===== src/rtl/prv32_ex_mem_stage.sv =====
// EX->MEM pipeline register for a 32-bit RISC-V core. It resolves branches and jumps and issues the fetch redirect.
// Latency: 1 cycle from EX capture to the out_* registers and to the redirect or misalign pulse.
// Backpressure: stall holds every out_* register and suppresses any repeat pulse. Flush kills the stage and overrides stall.
module prv32_ex_mem_stage (
    input  logic        clk,
    input  logic        rst,
    input  logic        stall,
    input  logic        flush,
    input  logic        in_valid,
    input  logic [31:0] alu_r,
    input  logic        cf,
    input  logic        zf,
    input  logic        vf,
    input  logic        sf,
    input  logic [31:0] pc,
    input  logic [31:0] imm,
    input  logic [31:0] rs2_data,
    input  logic        branch,
    input  logic        jal,
    input  logic        jalr,
    input  logic        mem_read,
    input  logic        mem_write,
    input  logic        reg_write,
    input  logic [2:0]  funct3,
    input  logic [4:0]  rd,
    output logic        out_valid,
    output logic        out_reg_write,
    output logic        out_mem_read,
    output logic        out_mem_write,
    output logic [31:0] out_alu_r,
    output logic [31:0] out_rs2,
    output logic [31:0] out_link,
    output logic [2:0]  out_funct3,
    output logic [4:0]  out_rd,
    output logic        redirect,
    output logic [31:0] redirect_pc,
    output logic        misalign
);

    // EMPTY: no live instruction. FULL: live and no pulse this cycle. FULL_PULSE: redirect or misalign is high now.
    typedef enum logic [1:0] {
        ST_EMPTY      = 2'd0,
        ST_FULL       = 2'd1,
        ST_FULL_PULSE = 2'd2
    } state_e;

    state_e      state_q, state_d;
    logic        fired_q, fired_d;
    logic        out_valid_q, out_valid_d;
    logic        out_reg_write_q, out_reg_write_d;
    logic        out_mem_read_q, out_mem_read_d;
    logic        out_mem_write_q, out_mem_write_d;
    logic [31:0] out_alu_r_q, out_alu_r_d;
    logic [31:0] out_rs2_q, out_rs2_d;
    logic [31:0] out_link_q, out_link_d;
    logic [2:0]  out_funct3_q, out_funct3_d;
    logic [4:0]  out_rd_q, out_rd_d;
    logic        redirect_q, redirect_d;
    logic [31:0] redirect_pc_q, redirect_pc_d;
    logic        misalign_q, misalign_d;

    logic        br_cond;
    logic        take;
    logic [31:0] target;
    logic [31:0] link;
    logic        tgt_misaligned;

    // Branch resolution. cf=1 means no borrow, so BLTU is taken on !cf. The 010 and 011 encodings are never taken.
    always_comb begin
        br_cond = 1'b0;
        case (funct3)
            3'b000:  br_cond = zf;
            3'b001:  br_cond = ~zf;
            3'b100:  br_cond = (sf != vf);
            3'b101:  br_cond = (sf == vf);
            3'b110:  br_cond = ~cf;
            3'b111:  br_cond = cf;
            default: br_cond = 1'b0;
        endcase
    end

    // Target and link addresses. Both wrap modulo 2^32. A JALR target has bit 0 cleared.
    always_comb begin
        take           = in_valid & (jal | jalr | (branch & br_cond));
        target         = jalr ? {alu_r[31:1], 1'b0} : (pc + imm);
        link           = pc + 32'd4;
        tgt_misaligned = target[1];
    end

    // Next-state computation. Flush wins over stall, and stall wins over capture. Reset is applied in the register block.
    always_comb begin
        state_d         = state_q;
        fired_d         = fired_q;
        out_valid_d     = out_valid_q;
        out_reg_write_d = out_reg_write_q;
        out_mem_read_d  = out_mem_read_q;
        out_mem_write_d = out_mem_write_q;
        out_alu_r_d     = out_alu_r_q;
        out_rs2_d       = out_rs2_q;
        out_link_d      = out_link_q;
        out_funct3_d    = out_funct3_q;
        out_rd_d        = out_rd_q;
        redirect_pc_d   = redirect_pc_q;
        redirect_d      = 1'b0;
        misalign_d      = 1'b0;

        if (flush) begin
            // Kill the instruction. Data registers and redirect_pc keep their last values.
            state_d         = ST_EMPTY;
            fired_d         = 1'b0;
            out_valid_d     = 1'b0;
            out_reg_write_d = 1'b0;
            out_mem_read_d  = 1'b0;
            out_mem_write_d = 1'b0;
        end else if (stall) begin
            // Hold the instruction. Remember that its pulse was already sent so it is never repeated.
            fired_d = fired_q | redirect_q | misalign_q;
            if (state_q == ST_FULL_PULSE) begin
                state_d = ST_FULL;
            end
        end else begin
            out_valid_d     = in_valid;
            out_reg_write_d = in_valid & reg_write;
            out_mem_read_d  = in_valid & mem_read;
            out_mem_write_d = in_valid & mem_write;
            out_alu_r_d     = alu_r;
            out_rs2_d       = rs2_data;
            out_link_d      = link;
            out_funct3_d    = funct3;
            out_rd_d        = rd;
            fired_d         = 1'b0;
            state_d         = in_valid ? ST_FULL : ST_EMPTY;
            if (take) begin
                // A misaligned target still records the address so the trap handler can see it.
                redirect_pc_d = target;
                state_d       = ST_FULL_PULSE;
                if (tgt_misaligned) begin
                    misalign_d      = 1'b1;
                    out_reg_write_d = 1'b0;
                    out_mem_read_d  = 1'b0;
                    out_mem_write_d = 1'b0;
                end else begin
                    redirect_d = 1'b1;
                end
            end
        end
    end

    // Stage registers with a synchronous active-high reset that clears every output and the fired flag.
    always_ff @(posedge clk) begin
        if (rst) begin
            state_q         <= ST_EMPTY;
            fired_q         <= 1'b0;
            out_valid_q     <= 1'b0;
            out_reg_write_q <= 1'b0;
            out_mem_read_q  <= 1'b0;
            out_mem_write_q <= 1'b0;
            out_alu_r_q     <= 32'd0;
            out_rs2_q       <= 32'd0;
            out_link_q      <= 32'd0;
            out_funct3_q    <= 3'd0;
            out_rd_q        <= 5'd0;
            redirect_q      <= 1'b0;
            redirect_pc_q   <= 32'd0;
            misalign_q      <= 1'b0;
        end else begin
            state_q         <= state_d;
            fired_q         <= fired_d;
            out_valid_q     <= out_valid_d;
            out_reg_write_q <= out_reg_write_d;
            out_mem_read_q  <= out_mem_read_d;
            out_mem_write_q <= out_mem_write_d;
            out_alu_r_q     <= out_alu_r_d;
            out_rs2_q       <= out_rs2_d;
            out_link_q      <= out_link_d;
            out_funct3_q    <= out_funct3_d;
            out_rd_q        <= out_rd_d;
            redirect_q      <= redirect_d;
            redirect_pc_q   <= redirect_pc_d;
            misalign_q      <= misalign_d;
        end
    end

    assign out_valid     = out_valid_q;
    assign out_reg_write = out_reg_write_q;
    assign out_mem_read  = out_mem_read_q;
    assign out_mem_write = out_mem_write_q;
    assign out_alu_r     = out_alu_r_q;
    assign out_rs2       = out_rs2_q;
    assign out_link      = out_link_q;
    assign out_funct3    = out_funct3_q;
    assign out_rd        = out_rd_q;
    assign redirect      = redirect_q;
    assign redirect_pc   = redirect_pc_q;
    assign misalign      = misalign_q;

endmodule


===== config.mk =====
export PLATFORM = sky130hd
export DESIGN_NAME = prv32_ex_mem_stage
export DESIGN_NICKNAME = d
export VERILOG_FILES = /design/src/rtl/prv32_ex_mem_stage.sv
export SDC_FILE = /design/constraint.sdc
export NUM_CORES = 1
export LEC_CHECK = 0
export BUFFER_PORTS_ARGS = -buffer_cell sky130_fd_sc_hd__buf_2
export CAP_MARGIN = 30
export CORE_MARGIN = 2
export CORE_UTILIZATION = 46
export CTS_BUF_LIST = sky130_fd_sc_hd__clkbuf_8
export DETAILED_ROUTE_END_ITERATION = 7
export PLACE_DENSITY = 0.84
export SLEW_MARGIN = 20
export SYNTH_ARGS = -nofsm -noshare
export SYNTH_HDL_FRONTEND = slang
export SYNTH_SLANG_ARGS = --single-unit

===== constraint.sdc =====
create_clock -name clk -period 2.7 [get_ports clk]
set_input_delay 0.54 -clock clk [delete_from_list [all_inputs] [get_ports clk]]
set_output_delay 0.54 -clock clk [all_outputs]
set_load 0.01 [all_outputs]

After elaboration in Yosys (flattened, before gate mapping)
Index checks and enable logic that the tools add are counted.
{ "op_classes": {"addsub": 2, "n_eq_ne": 7, "muxes": 10, "n_bitwise": 12, "n_reduce_logical": 5} }
{ "op_table": {"columns": ["cell", "n"], "rows": [
  ["32-bit by 3-bit adder with 32-bit output (second input constant)", 1],
  ["32-bit adder", 1],
  ["32-bit 2-to-1 mux", 1],
  ["3-bit equality test (second input constant)", 4],
  ["1-bit 2-to-1 mux", 8],
  ["1-bit case mux with 6 select lines", 1],
  ["1-bit AND", 5],
  ["1-bit NOT", 5],
  ["4-bit OR reduction", 1],
  ["3-bit by 1-bit equality test with 1-bit output (second input constant)", 1],
  ["3-bit logical NOT", 1],
  ["3-bit AND reduction", 1],
  ["1-bit bitwise OR", 2],
  ["2-bit AND reduction", 1],
  ["2-bit OR reduction", 1],
  ["1-bit equality test", 1],
  ["1-bit inequality test", 1]
]} }
{ "word_totals": {"regBits": 142, "in_bits": 151, "output_inout_bits": 142, "wordCells": 48} }

Longest topological paths before layout
{ "depth": {"ltp_word": 7, "ltp_mapped": 11, "mapped_depth_nobuf": 11} }

Worst setup path after synthesis
No wires, ideal clock.
{ "synth_timing": {"path_type": "input to register", "start": "input pc[0]", "end": "register redirect_pc_q[30] (netlist: redirect_pc[30])", "arrival_ps": 2477, "slack_ps": 78, "cell_stages": 11, "n_path_buf": 0, "path_cell_list": "ha_1 > inv_1 > fa_1 > nor2b_4 > o31ai_2 > a211oi_1 > or2_1 > a41o_1 > a31oi_2 > mux2i_1 > a311oi_2"} }
{ "synth_between": {"elab_chain_cells": 2} }
{ "synth_rtl": {"columns": ["item", "line_no", "text"], "rows": [
  ["from (decl)", "15", "input logic [31:0] pc,"],
  ["32-bit adder", "85", "target = jalr ? {alu_r[31:1], 1'b0} : (pc + imm);"],
  ["32-bit 2-to-1 mux", "85", null],
  ["to (signal assigned)", "179", "redirect_pc_q <= redirect_pc_d;"],
  ["to (decl)", "59", "logic [31:0] redirect_pc_q, redirect_pc_d;"]
]} }
No other way between the ends.
A chain may end at the register's enable or synchronous reset.

Worst setup path after layout
Ends and elaborated chain as after synthesis.

==> flow_summary.toml <==
[yosys]
yosysWarnings = 0
avgSynthCellArea_um2 = 7.829
synth_top_family_by_area = "simple AND/OR/NAND/NOR gates"
netlist_area_um2 = 7360
async_flop_share_pct = 0
synth_nets = 1124
synth_edf_count = 0
syn_inst = 940
ys_dominant_reg_cell = "dfxtp_1"
synth-seq-cells = 142
synthAdderAreaFrac_pct = 5.712
synth_xor_area_share_pct = 5.236
synth-compound-area-share_pct = 22.56
yosysUniqueCellTypes = 64
synth_mux_area_share_pct = 1.088
synth-simple-area-share_pct = 23.24
yosysSeqAreaShare_pct = 38.63

[drt]
routedWlPerCell_um = 16.00
via_count = 8026
detail_route.vias_per_cell = 5.326
drc = 0
drt_iter0_markers = 410
ant_nets = 0
dr.pass1.iters = 5
drt_wl_total_um = 24120

[cts]
clkSinkCount = 142
clock_latency_ns = 0.46
post-cts-setup-buffers = 0
cts_tree = "built"
holdBufCountCts = 0
htree_num_levels = 4
postCtsResizedCells = 0
cts_buffer_depth = 2
numCtsBuffers = 17
root_buffer = "clkbuf_8"
clkTransAtPathRegs_ns = 0.09

[timing]
post-route-min-period_ns = 2.489
drv_slew = 0
rsz0062_at_grt = "no"
setup_ws_ns = 0.2109
relSlewSlack_pct = 51.23
setup_viol = 0
finalClockSkew_ns = 0
hold_ws_ns = 0.3046
tightestPinTransition_ns = 0.7316
timing.fmax_ghz = 0.4018
finalHoldViolations = 0
finalCritPeriodShare_pct = 92.19

[worst_setup_path]
worstSetupPathType = "primary input to register"
r2r_slack_ns = 1.41
path_max_fanout = 4
r2r_start = "redirect_pc[31]"
worstReg2RegEnd = "redirect_pc[31]"
crit_arrival_ns = 2.86
worst-endpoint-required_ns = 3.07
critPathLaunch = "pc[0]"
end_kind = "register"
cp-endpoint = "redirect_pc[30]"
reg2reg_depth = 4
cp-start-kind = "primary input"

[layout]
final_common_cell = "buf_2"
layout-drive-gt1-share_pct = 32.64
area_growth_pct = 35.02
utilization_pct = 63.01
nets = 1461
most-common-layout-cells = "291 x buf_2, 208 x nand2_1, 142 x dfxtp_1"

[die]
rows = 46
core_um2 = 15770
die_area_um2 = 17030
die_w_um = 130.5
dieHeight_um = 130.5
ios = 293
start_util_pct = 46.67

[grt]
antenna_found_initial = 1
grt_pass1_vias = 7306
overflow = 0
grt_use_total_pct = 27.17
grt_pass1_wl_um = 36090
grt_start_max_net_pins = 134

[placed_design]
post-place-ws_ns = -0.2547
port_buffers = 292
gp_congestion = 0.9026
hpwl_um = 18320

[run]
cap_violations = 0

[pwr]
p_leak_nw = 4.641
vdd_drop_max_mv = 0.3007
p_per_area_nw_per_um2 = 531.9

[hold_path]
hp-class = "primary input to register"

[outcome]
status = "finished clean"
==> per-layer routing <==
layer  routed length [um]  vias to the layer above  share of wire, %  track usage, %
met5                    0                        -                 0               0
met4                  559                        0               2.3           9.449
met3                 1655                       38               6.9           6.963
met2                12110                      279                50           48.31
met1                 9793                     3735                41           31.77
li1                     -                     3974                 -               -
==> power by group <==
part / internal [mW] / switching [mW]
logic: 0.540 / 0.678
registers: 2.20 / 0.0525
clock network: 0.891 / 0.925
==> stage by stage <==
stage                     TNS (ns)  total power [mW]  cell area [um^2]  instances
after floorplan                  0             2.961              7360        940
after global placement      -1.819             3.493              9523       1474
after detailed placement    -2.456             3.511              9523       1474
after CTS                        0             5.319              9935       1506
after global routing             0             5.548              9937       1507
final                            0             5.285              9937       1507
==> final cells by class <==
cell class,instances,area (um^2)
diodes,1,2.502
clock buffers,19,261.5
clock inverters,13,150.1
fillers,1419,5833
inverters,11,41.29
multi-input cells,732,4272
flip-flops and latches,142,2843
well taps,216,270.3
repair buffers,373,2097
==> critical path, cell delays in order <==
cell	delay, ns
buf_2	0.09
ha_1	0.20
inv_1	0.07
fa_1	0.42
nor2b_4	0.14
o31ai_2	0.08
a211oi_1	0.29
or2_1	0.23
a41o_1	0.28
a31oi_2	0.12
mux2i_1	0.14
a311oi_2	0.26
==> kinds of logic after synthesis <==
logic type,after synthesis
and+or+nand+nor,388
DFF,142
xor gates and xnor gates,44
buffers and inverters,66
adders and majority gates,33
muxes,8
AOI/OAI and AO/OA,259
==> Yosys cell counts, types with 2 or more instances <==
master	n	area share [%]
nand2_1	208	11
dfxtp_1	142	39
a21oi_1	117	8.0
nor2_1	77	3.9
clkbuf_1	46	2.3
a211oi_1	45	4.6
ha_1	32	5.4
xor2_1	27	3.2
o21ai_0	22	1.5
a21o_1	20	2.0
nor3_1	19	1.3
nand3_1	18	1.2
xnor2_1	17	2.0
or3_1	15	1.3
a311oi_1	12	1.4
and3_1	11	0.94
inv_1	11	0.56
nand4_1	9	0.76
mux2i_1	8	1.1
a31oi_1	6	0.51
nor2b_1	6	0.51
buf_1	4	0.20
buf_2	4	0.27
nand2b_1	4	0.34
o21a_1	4	0.41
o21bai_1	4	0.41
a22oi_1	3	0.31
and4_1	3	0.36
nor3b_1	3	0.31
nor4_1	3	0.26
a21boi_0	2	0.20
a21oi_2	2	0.24
a311oi_2	2	0.41
o22ai_1	2	0.17
o31ai_1	2	0.20
or2_1	2	0.17
==> flip-flops by register name, summed over array words and instances (netlist names) <==
name / count
out_alu_r: 32
out_rd: 5
out_rs2: 32
out_mem_write: 1
out_link: 32
misalign: 1
out_valid: 1
redirect: 1
redirect_pc: 32
out_reg_write: 1
out_funct3: 3
out_mem_read: 1
==> worst min-delay path by stage <==
stage	start	endpoint	cells after the start
6_report	rs2_data[9]	out_rs2[9]	3
5_1_grt	rd[2]	out_rd[2]	3
4_1_cts	rs2_data[9]	out_rs2[9]	3
3_5_place_dp	out_alu_r[10]	out_alu_r[10]	2
3_3_place_gp	redirect_pc[8]	redirect_pc[8]	2
2_1_floorplan	redirect_pc[0]	redirect_pc[0]	2
(Power assumes the default switching activity.)
